**config.mk**
```make
export PLATFORM = sky130hd
export DESIGN_NAME = scan_disp_ctl
export DESIGN_NICKNAME = d
export VERILOG_FILES = /design/src/rtl/scan_disp_ctl_pkg.sv /design/src/rtl/seg7_dec.sv /design/src/rtl/scan_disp_ctl.sv
export SDC_FILE = /design/constraint.sdc
export NUM_CORES = 1
export LEC_CHECK = 0
export ABC_AREA = 1
export ABC_CLOCK_PERIOD_IN_PS = 2680
export CORE_UTILIZATION = 25
export DETAILED_ROUTE_END_ITERATION = 10
export PLACE_DENSITY = 0.51
export SYNTH_ARGS = -nofsm -noshare
export SYNTH_HDL_FRONTEND = slang
export SYNTH_SLANG_ARGS = --single-unit
```
**constraint.sdc**
```tcl
create_clock -name clk -period 2.68 [get_ports clk]
set_clock_uncertainty 0.1 [all_clocks]
set_input_delay 0.67 -clock clk [delete_from_list [all_inputs] [get_ports clk]]
set_output_delay 0.67 -clock clk [all_outputs]
set_load 0.01 [all_outputs]
```
**src/rtl/scan_disp_ctl_pkg.sv**
```systemverilog
// rtl/scan_disp_ctl_pkg.sv - scan controller state encoding and seven-segment table
package scan_disp_ctl_pkg;

    typedef enum logic [1:0] {
        ST_IDLE  = 2'd0,
        ST_DRIVE = 2'd1,
        ST_BLANK = 2'd2
    } scan_state_t;

    localparam int CNT_W   = 16;
    localparam int NUM_DIG = 8;

    // Segment patterns, bit0 = a .. bit6 = g; 10-15 render as A b C d E F
    localparam logic [6:0] SEG7_TABLE [16] = '{
        7'h3F, 7'h06, 7'h5B, 7'h4F,
        7'h66, 7'h6D, 7'h7D, 7'h07,
        7'h7F, 7'h6F, 7'h77, 7'h7C,
        7'h39, 7'h5E, 7'h79, 7'h71
    };

endpackage

```
**src/rtl/seg7_dec.sv**
```systemverilog
// rtl/seg7_dec.sv - combinational 4-bit code to seven-segment decoder
module seg7_dec
    import scan_disp_ctl_pkg::*;
(
    input  logic [3:0] i_code,
    output logic [6:0] o_seg
);

    assign o_seg = SEG7_TABLE[i_code];

endmodule

```
**src/rtl/scan_disp_ctl.sv**
```systemverilog
// rtl/scan_disp_ctl.sv - 8-digit multiplexed seven-segment scan controller with ghost blanking
module scan_disp_ctl
    import scan_disp_ctl_pkg::*;
#(
    parameter int SCAN_DIV  = 1000,
    parameter int BLANK_CYC = 16
) (
    input  logic        clk,
    input  logic        reset,
    input  logic        enable,
    input  logic [31:0] dig_val,
    input  logic [7:0]  dp_in,
    input  logic        lz_en,
    output logic [6:0]  seg,
    output logic        dp_out,
    output logic [7:0]  com,
    output logic        frame_done
);

    localparam logic [CNT_W-1:0] DRIVE_LOAD = 16'(SCAN_DIV - BLANK_CYC - 1);
    localparam logic [CNT_W-1:0] BLANK_LOAD = 16'(BLANK_CYC - 1);

    scan_state_t      r_state;
    logic [2:0]       r_idx;
    logic [CNT_W-1:0] r_cnt;
    logic [31:0]      r_snap_dig;
    logic [7:0]       r_snap_dp;
    logic             r_snap_lz;
    logic [6:0]       r_seg;
    logic             r_dp_out;
    logic [7:0]       r_com;

    scan_state_t      w_nxt_state;
    logic [2:0]       w_nxt_idx;
    logic [CNT_W-1:0] w_nxt_cnt;
    logic             w_snap_load;
    logic             w_frame_done;
    logic [31:0]      w_snap_dig;
    logic [7:0]       w_snap_dp;
    logic             w_snap_lz;
    logic [3:0]       w_code;
    logic [6:0]       w_dec_seg;
    logic [7:0]       w_lz_mask;
    logic             w_lz_blank;
    logic [6:0]       w_nxt_seg;
    logic             w_nxt_dp;
    logic [7:0]       w_nxt_com;

    always_comb begin
        w_nxt_state  = r_state;
        w_nxt_idx    = r_idx;
        w_nxt_cnt    = r_cnt;
        w_snap_load  = 1'b0;
        w_frame_done = 1'b0;
        if (!enable) begin
            w_nxt_state = ST_IDLE;
            w_nxt_idx   = 3'd0;
            w_nxt_cnt   = '0;
        end else begin
            case (r_state)
                ST_IDLE: begin
                    w_nxt_state = ST_DRIVE;
                    w_nxt_idx   = 3'd0;
                    w_nxt_cnt   = DRIVE_LOAD;
                    w_snap_load = 1'b1;
                end
                ST_DRIVE: begin
                    if (r_cnt == '0) begin
                        w_nxt_state = ST_BLANK;
                        w_nxt_cnt   = BLANK_LOAD;
                    end else begin
                        w_nxt_cnt = r_cnt - 1'b1;
                    end
                end
                ST_BLANK: begin
                    if (r_cnt == '0) begin
                        w_nxt_state = ST_DRIVE;
                        w_nxt_idx   = r_idx + 3'd1;
                        w_nxt_cnt   = DRIVE_LOAD;
                        // Wrapping back to digit 0 is the only point a frame may pick up new data
                        if (r_idx == 3'd7) begin
                            w_snap_load  = 1'b1;
                            w_frame_done = 1'b1;
                        end
                    end else begin
                        w_nxt_cnt = r_cnt - 1'b1;
                    end
                end
                default: begin
                    w_nxt_state = ST_IDLE;
                    w_nxt_idx   = 3'd0;
                    w_nxt_cnt   = '0;
                end
            endcase
        end
    end

    assign w_snap_dig = w_snap_load ? dig_val : r_snap_dig;
    assign w_snap_dp  = w_snap_load ? dp_in   : r_snap_dp;
    assign w_snap_lz  = w_snap_load ? lz_en   : r_snap_lz;
    assign w_code     = w_snap_dig[{w_nxt_idx, 2'b00} +: 4];

    seg7_dec u_seg7_dec (
        .i_code (w_code),
        .o_seg  (w_dec_seg)
    );

    // Digit k is a leading zero when it and every higher digit are zero; digit 0 always shows
    always_comb begin : lz_scan
        logic v_all_zero;
        v_all_zero = 1'b1;
        w_lz_mask  = 8'h00;
        for (int k = NUM_DIG - 1; k >= 1; k--) begin
            v_all_zero   = v_all_zero & (w_snap_dig[4*k +: 4] == 4'd0);
            w_lz_mask[k] = v_all_zero;
        end
    end

    assign w_lz_blank = w_snap_lz & w_lz_mask[w_nxt_idx];

    always_comb begin
        w_nxt_com = 8'hFF;
        w_nxt_seg = 7'd0;
        w_nxt_dp  = 1'b0;
        if (w_nxt_state == ST_DRIVE) begin
            w_nxt_com = ~(8'd1 << w_nxt_idx);
            w_nxt_seg = w_lz_blank ? 7'd0 : w_dec_seg;
            w_nxt_dp  = w_snap_dp[w_nxt_idx];
        end
    end

    always_ff @(posedge clk or negedge reset) begin
        if (!reset) begin
            r_state    <= ST_IDLE;
            r_idx      <= 3'd0;
            r_cnt      <= '0;
            r_snap_dig <= 32'd0;
            r_snap_dp  <= 8'd0;
            r_snap_lz  <= 1'b0;
            r_seg      <= 7'd0;
            r_dp_out   <= 1'b0;
            r_com      <= 8'hFF;
        end else begin
            r_state    <= w_nxt_state;
            r_idx      <= w_nxt_idx;
            r_cnt      <= w_nxt_cnt;
            r_snap_dig <= w_snap_dig;
            r_snap_dp  <= w_snap_dp;
            r_snap_lz  <= w_snap_lz;
            r_seg      <= w_nxt_seg;
            r_dp_out   <= w_nxt_dp;
            r_com      <= w_nxt_com;
        end
    end

    assign seg        = r_seg;
    assign dp_out     = r_dp_out;
    assign com        = r_com;
    assign frame_done = w_frame_done;

endmodule

```
# Yosys cells after proc, flatten, opt, wreduce, memory -nomap -nowiden
# Memories as Yosys holds them, arrays and structs flattened.
# Index checks and enable logic that the tools add are counted.
# word_totals
regBits,78
memories,1
inputBits,44
mem_bits_rw,0
latch_bits,0
mem_bits_ro,112
elab_cells,68
# mem_list
name,depth,word_bits,read_ports,rd_clocked_by_memory_dff,wr,line_no,text
(name not given),16,7,1,0,0,seg7_dec.sv:9,assign o_seg = SEG7_TABLE[i_code];
# op_classes
n_mul,0
magnitude_cmp,2
bitwise_logic,9
mux,30
n_shift,2
eq_ne,4
reduce_logical,9
add_sub_neg,2
div,0
# ops
op,count
$mux 16,3
$pmux 16 s3,1
$mux 32,1
$shiftx 32x6->4,1
$logic_not 4->1,7
$mux 7,4
$logic_not 16->1,1
$mux 8,2
$sub 16x1->16 const B,1
$mux 1,9
$not 8->8,1
$shl 1x3->8 const A,1
$and 1x1->1,7
$bmux 1 s3,2
$mux 2,3
$mux 3,2
$pmux 2 s3,1
$pmux 3 s2,1
$ge 5x5->1 const B,1
$not 4->5,1
$eq 2x1->1 const B,2
$lt 3x4->1 const B,1
$add 3x1->3 const B,1
$eq 3x3->1 const B,1
3 further kinds,3

# Depth between registers and ports, before layout
# depth
word_depth,18
mapped_depth,22
ltp_nobuf,21

# Modules after synthesis
# A second synthesis with hierarchy kept.
# unflattened
cells_unflattened,551
hier_area_um2,4226.6
# by_module_without_submodules
module,instances,cells_per_inst,area_each_um2
scan_disp_ctl,1,499,3956.3
seg7_dec,1,52,270.3

# Worst setup path after synthesis
# No wires, ideal clock.
# synth_path
kind,register to register
startpoint,register r_cnt[0]
endpoint,register r_seg[1] (netlist: seg[1])
n_path_buf,1
path_stages_with_launch,20
period_less_slack_ps,2707
t_arrival_ps,2490
setup_time_ps,117
setup_slack_ps,-27
required_ps,2463
cell_sequence,dfrtp_1 inv_1 ha_1 nand2_2 nor2_4 nand3_2 nand2_2 nand2_2 nor2_8 buf_8 nand2_1 nand3_1 nand3_1 o21ai_1 ha_1 nand3b_1 inv_1 nand2_1 nand2_1 nor2_1
# synth_lines
element,line_no,text
"start, declared",scan_disp_ctl.sv:25,logic [CNT_W-1:0] r_cnt;
"start signal, assigned",scan_disp_ctl.sv:146,r_cnt <= w_nxt_cnt;
$logic_not 16->1 *,scan_disp_ctl.sv:76,if (r_cnt == '0) begin
$mux 3 *,scan_disp_ctl.sv:76,
$pmux 3 s2 *,scan_disp_ctl.sv:60,case (r_state)
$mux 3 *,scan_disp_ctl.sv:55,if (!enable) begin
net w_nxt_idx[0],scan_disp_ctl.sv:34,logic [2:0] w_nxt_idx;
$shiftx 32x6->4,scan_disp_ctl.sv:101,"assign w_code = w_snap_dig[{w_nxt_idx, 2'b00} +: 4];"
$not 4->5 (implied by the code),seg7_dec.sv:9,
$mem_v2 16x7,n/a,
$mux 7 (implied by the code) (2 in a row),seg7_dec.sv:9,
$mux 7 *,scan_disp_ctl.sv:127,w_nxt_seg = w_lz_blank ? 7'd0 : w_dec_seg;
$mux 7 *,scan_disp_ctl.sv:125,if (w_nxt_state == ST_DRIVE) begin
net w_nxt_seg[1],scan_disp_ctl.sv:45,logic [6:0] w_nxt_seg;
"end signal, assigned",scan_disp_ctl.sv:150,r_seg <= w_nxt_seg;
"end, declared",scan_disp_ctl.sv:29,logic [6:0] r_seg;
# The timed path passes the listed nets; every way through them passes the cells marked *. The select of a mux whose other input is x is not followed.

# Worst setup path after layout
# layout_path
startpoint,register r_idx[0]
endpoint,register r_seg[0] (netlist: seg[0])
# layout_between
elab_chain_len,18
# layout_lines
element,line_no,text
"start, declared",scan_disp_ctl.sv:24,logic [2:0] r_idx;
"start signal, assigned",scan_disp_ctl.sv:145,r_idx <= w_nxt_idx;
branches (longest 16 deep; another with $mem_v2 16x7),n/a,
$mux 7 *,scan_disp_ctl.sv:127,
$mux 7 *,scan_disp_ctl.sv:125,
net w_nxt_seg[0],scan_disp_ctl.sv:45,
# Mark *: on every way through the listed nets, which the timed path passes. The select of a mux whose other input is x is not followed.

==> out/metrics.yaml <==
status: "finished, violations left"
violations: "negative setup slack"
placed_area_sq_um: 5930
dp_cells: 939
worstPathRequired_ns: 2.82
drive_gt1_share_pct: 37.5
root_buffer: "clkbuf_16"
worstHoldPathType: "in2async"
syn_inst: 572
ys.flop_type: "dfrtp_1"
syn_nets: 628
stdcell_area_sq_um: 7000
fillers: 1716
clock_latency_ns: 0.34
hold_viol: 0
power.internal_mw: 2.79
layout_worst_path_cycle_share_pct: 101
max_freq_mhz: 369
path_class: "reg2reg"
ys_seq_area_share_pct: 44.5
grt_max_degree: 43
p_seq_share_pct: 35.1
register_area_sq_um: 1960
cts_made_buffers: 9
crit_top_cell: "nand2_1"
portBuffers: 60
p_leak_nw: 3.47
clk_pin_slew_ns: 0.06
cp_slowest_cell: "dfrtp_1"
dp_slack_ns: -0.677
start_kind: "flop"
drt_iter0_markers: 208
routedWlPerCell_microns: 13.7
cp_data_arrival_time_ns: 2.85
gp_congestion: 0.838
rsz0062_at_grt: "yes"
power.density_nw_per_um2: 575
synthDominantCellAreaShare_pct: 39.7
finalNonFillerCells: 988
n_antenna_cell: 0
initial_core_util_pct: 25.6
power_switching_share_pct: 30.7
drt-vias-per-instance: 4.32
clock_path_buffers: 2
finalSetupViolations: 3
ir_drop_v: 0.000310
cts.sinks: 78
hpwl_microns: 9410
htree_num_levels: 3
ys_ff_latch: 78
worst_slew_pin_slew_ns: 0.575
route.detailed.drc: 0
cp_max_fo: 6
pwr-share-clk_pct: 32.6
synth_edf_count: 0
slew_viol_final: 0
io_pins: 61
synth_largest_area_cell: "dfrtp_1"
fin_crit_ns: 2.71
ys_types: 43
final_nets: 814
slew_headroom_pct: 61.7
multi_input_area_sq_um: 2560
rows: 48
holdBufCountCts: 0
ant_nets: 0
vias: 4270
gr-usage-all-layers_pct: 15.6
hold_ws_ns: 0.210
syn_area_per_cell_sq_um: 7.71
dr.pass1.iters: 4
maxCapViolations: 0
die-area_sq_um: 18200
first_global_vias: 4310
yosysWarnings: 0
core-area_sq_um: 17200
setup_ws_ns: -0.0314
die_h_microns: 135
endpoint_kind: "flop"
grt_pass1_wl_microns: 21500
cts_tree: "built"
comb_power_share_pct: 32.3
p_sw_mw: 1.23
critical-path-max-stage-delay_ns: 0.38
ys_top_cells_by_area: "dfrtp_1 (40%), nand2_1 (16%), nor2_1 (5.4%), nand3_1 (5.3%), inv_1 (5.0%)"
synth.cell_area_sq_um: 4410
crit_chain: "ha_2 -> ha_4 -> nand2_4 -> inv_4 -> nand4_4 -> buf_8 -> nand2_8 -> buf_6 -> o21ai_2 -> nand2_1 -> nand2_2 -> nand2_2 -> nand2_1 -> nand2_1 -> nand2_2 -> ha_4 -> nand3_1 -> nand2_1 -> nand2_1 -> nand2_1 -> nor2_1"
wirelength_microns: 13500
area_growth_pct: 58.6
grt-ovfl-total: 0
async_flop_share_pct: 100
die_w_microns: 135
antenna_found_initial: 0
repair_timing:
action,4_1_cts,5_1_grt
resized for setup,72,47
pin swaps,24,42
setup buffers,11,14
endpoints found under the setup margin,8,8
gates cloned,7,1
synth_stat cells, types with 2 or more instances:
| library cell | instances |
|---|---|
| xor2_1 | 6 |
| buf_4 | 3 |
| nand3_1 | 47 |
| o21ai_0 | 14 |
| o21ai_1 | 5 |
| nand2_2 | 20 |
| clkbuf_1 | 4 |
| buf_6 | 4 |
| buf_2 | 3 |
| inv_1 | 59 |
| nand3b_1 | 2 |
| nor2_2 | 4 |
| clkinv_1 | 2 |
| ha_1 | 12 |
| o21ai_2 | 3 |
| xnor2_1 | 6 |
| nand4_1 | 3 |
| nand2_4 | 3 |
| nor2_4 | 4 |
| nand2_1 | 191 |
| inv_2 | 6 |
| nor2_1 | 63 |
| nand3_2 | 5 |
| dfrtp_1 | 70 |
| a21oi_2 | 2 |
| nor3_1 | 6 |
| dfstp_2 | 8 |
| a21oi_1 | 2 |
through the flow:
step	util [%]	setup TNS, ns	total power [mW]
floorplan	-	0	1.99
global placement	34.4	-4.52	2.50
detailed placement	34.4	-5.13	2.51
CTS	38.9	-0.0537	3.96
global route	40.6	-1.06	4.25
finish	40.6	-0.0355	4.02
power by group through the flow:
| stage | Sequential, mW | Clock, mW | Combinational, mW |
|---|---|---|---|
| 3_5_place_dp | 1.43 | 0 | 1.09 |
| 4_1_cts | 1.41 | 1.35 | 1.20 |
| 6_report | 1.41 | 1.31 | 1.30 |
| 5_1_grt | 1.43 | 1.39 | 1.43 |
| 3_3_place_gp | 1.42 | 0 | 1.07 |
| 2_1_floorplan | 1.43 | 0 | 0.561 |
flip-flops by register name (all words and copies together) (netlist names):
signal / cells
r_snap_dig: 32
r_cnt: 16
com: 8
r_snap_dp: 8
seg: 7
r_idx: 3
r_state: 2
dp_out: 1
r_snap_lz: 1
cell usage in the layout (no fill, tap or decap), types with 8 or more instances in the layout:
cell type,Yosys,routed
buf_4,3,115
inv_2,6,8
nor2_4,4,8
dfstp_2,8,8
nand3_2,5,15
nand3_1,47,33
dfrtp_1,70,70
inv_1,59,55
nand2_1,191,157
nor2_1,63,53
nor2_2,4,11
clkdlybuf4s50_1,0,57
o21ai_0,14,12
clkbuf_16,0,9
nand2_4,3,9
nand2_2,20,49
metal layers:
layer	up-vias	GRT usage [%]	share of wire [%]
li1	2159	-	-
met3	10	3.23	4.1
met5	-	0	0
met1	2024	19.4	45
met4	0	5.06	1.3
met2	77	27.0	50
final timing paths:
kind                         startpoint              to  slack, ns  depth (start not counted)
setup / recovery               r_idx[0]          seg[0]      -0.03                         21
hold / removal                    reset        r_cnt[8]       0.21                          1
setup reg to reg               r_idx[0]          seg[0]      -0.03                         21
hold reg to reg            r_snap_dp[5]    r_snap_dp[5]       0.39                          2
max in group asynchronous         reset  r_snap_dig[20]       1.66                          2
min in group clk           r_snap_dp[5]    r_snap_dp[5]       0.39                          2
cell type report:
type | count | area share (%)
multi-input cells | 418 | 36.5
flip-flops and latches | 78 | 28.0
repair buffers | 184 | 23.2
well taps | 225 | 4.02
inverters | 67 | 3.68
clock buffers | 10 | 3.27
clock inverters | 6 | 1.23
cells by family (layout without fill, tap and decap cells):
logic type	after synthesis	count (layout)	synth area share, %
and+or+nand+nor	353	359	36.3
buffers and inverters	82	267	8.25
DFF	78	78	44.5
AOI/OAI and AO/OA	34	34	4.94
adders and majority gates	12	12	3.40
xor gates and xnor gates	12	12	2.38
muxes	1	1	0.227
worst max-delay path, delay by kind of cell (launching register included):
| family | cells | cell delay (ns) |
|---|---|---|
| buffers and inverters | 3 | 0.32 |
| adder cells (fa/ha/maj) | 3 | 0.53 |
| AND/OR/NAND/NOR | 14 | 1.11 |
| AO/OA/AOI/OAI | 1 | 0.15 |
| flip-flops | 1 | 0.38 |
No activity file was read; power rests on OpenSTA's default activity.
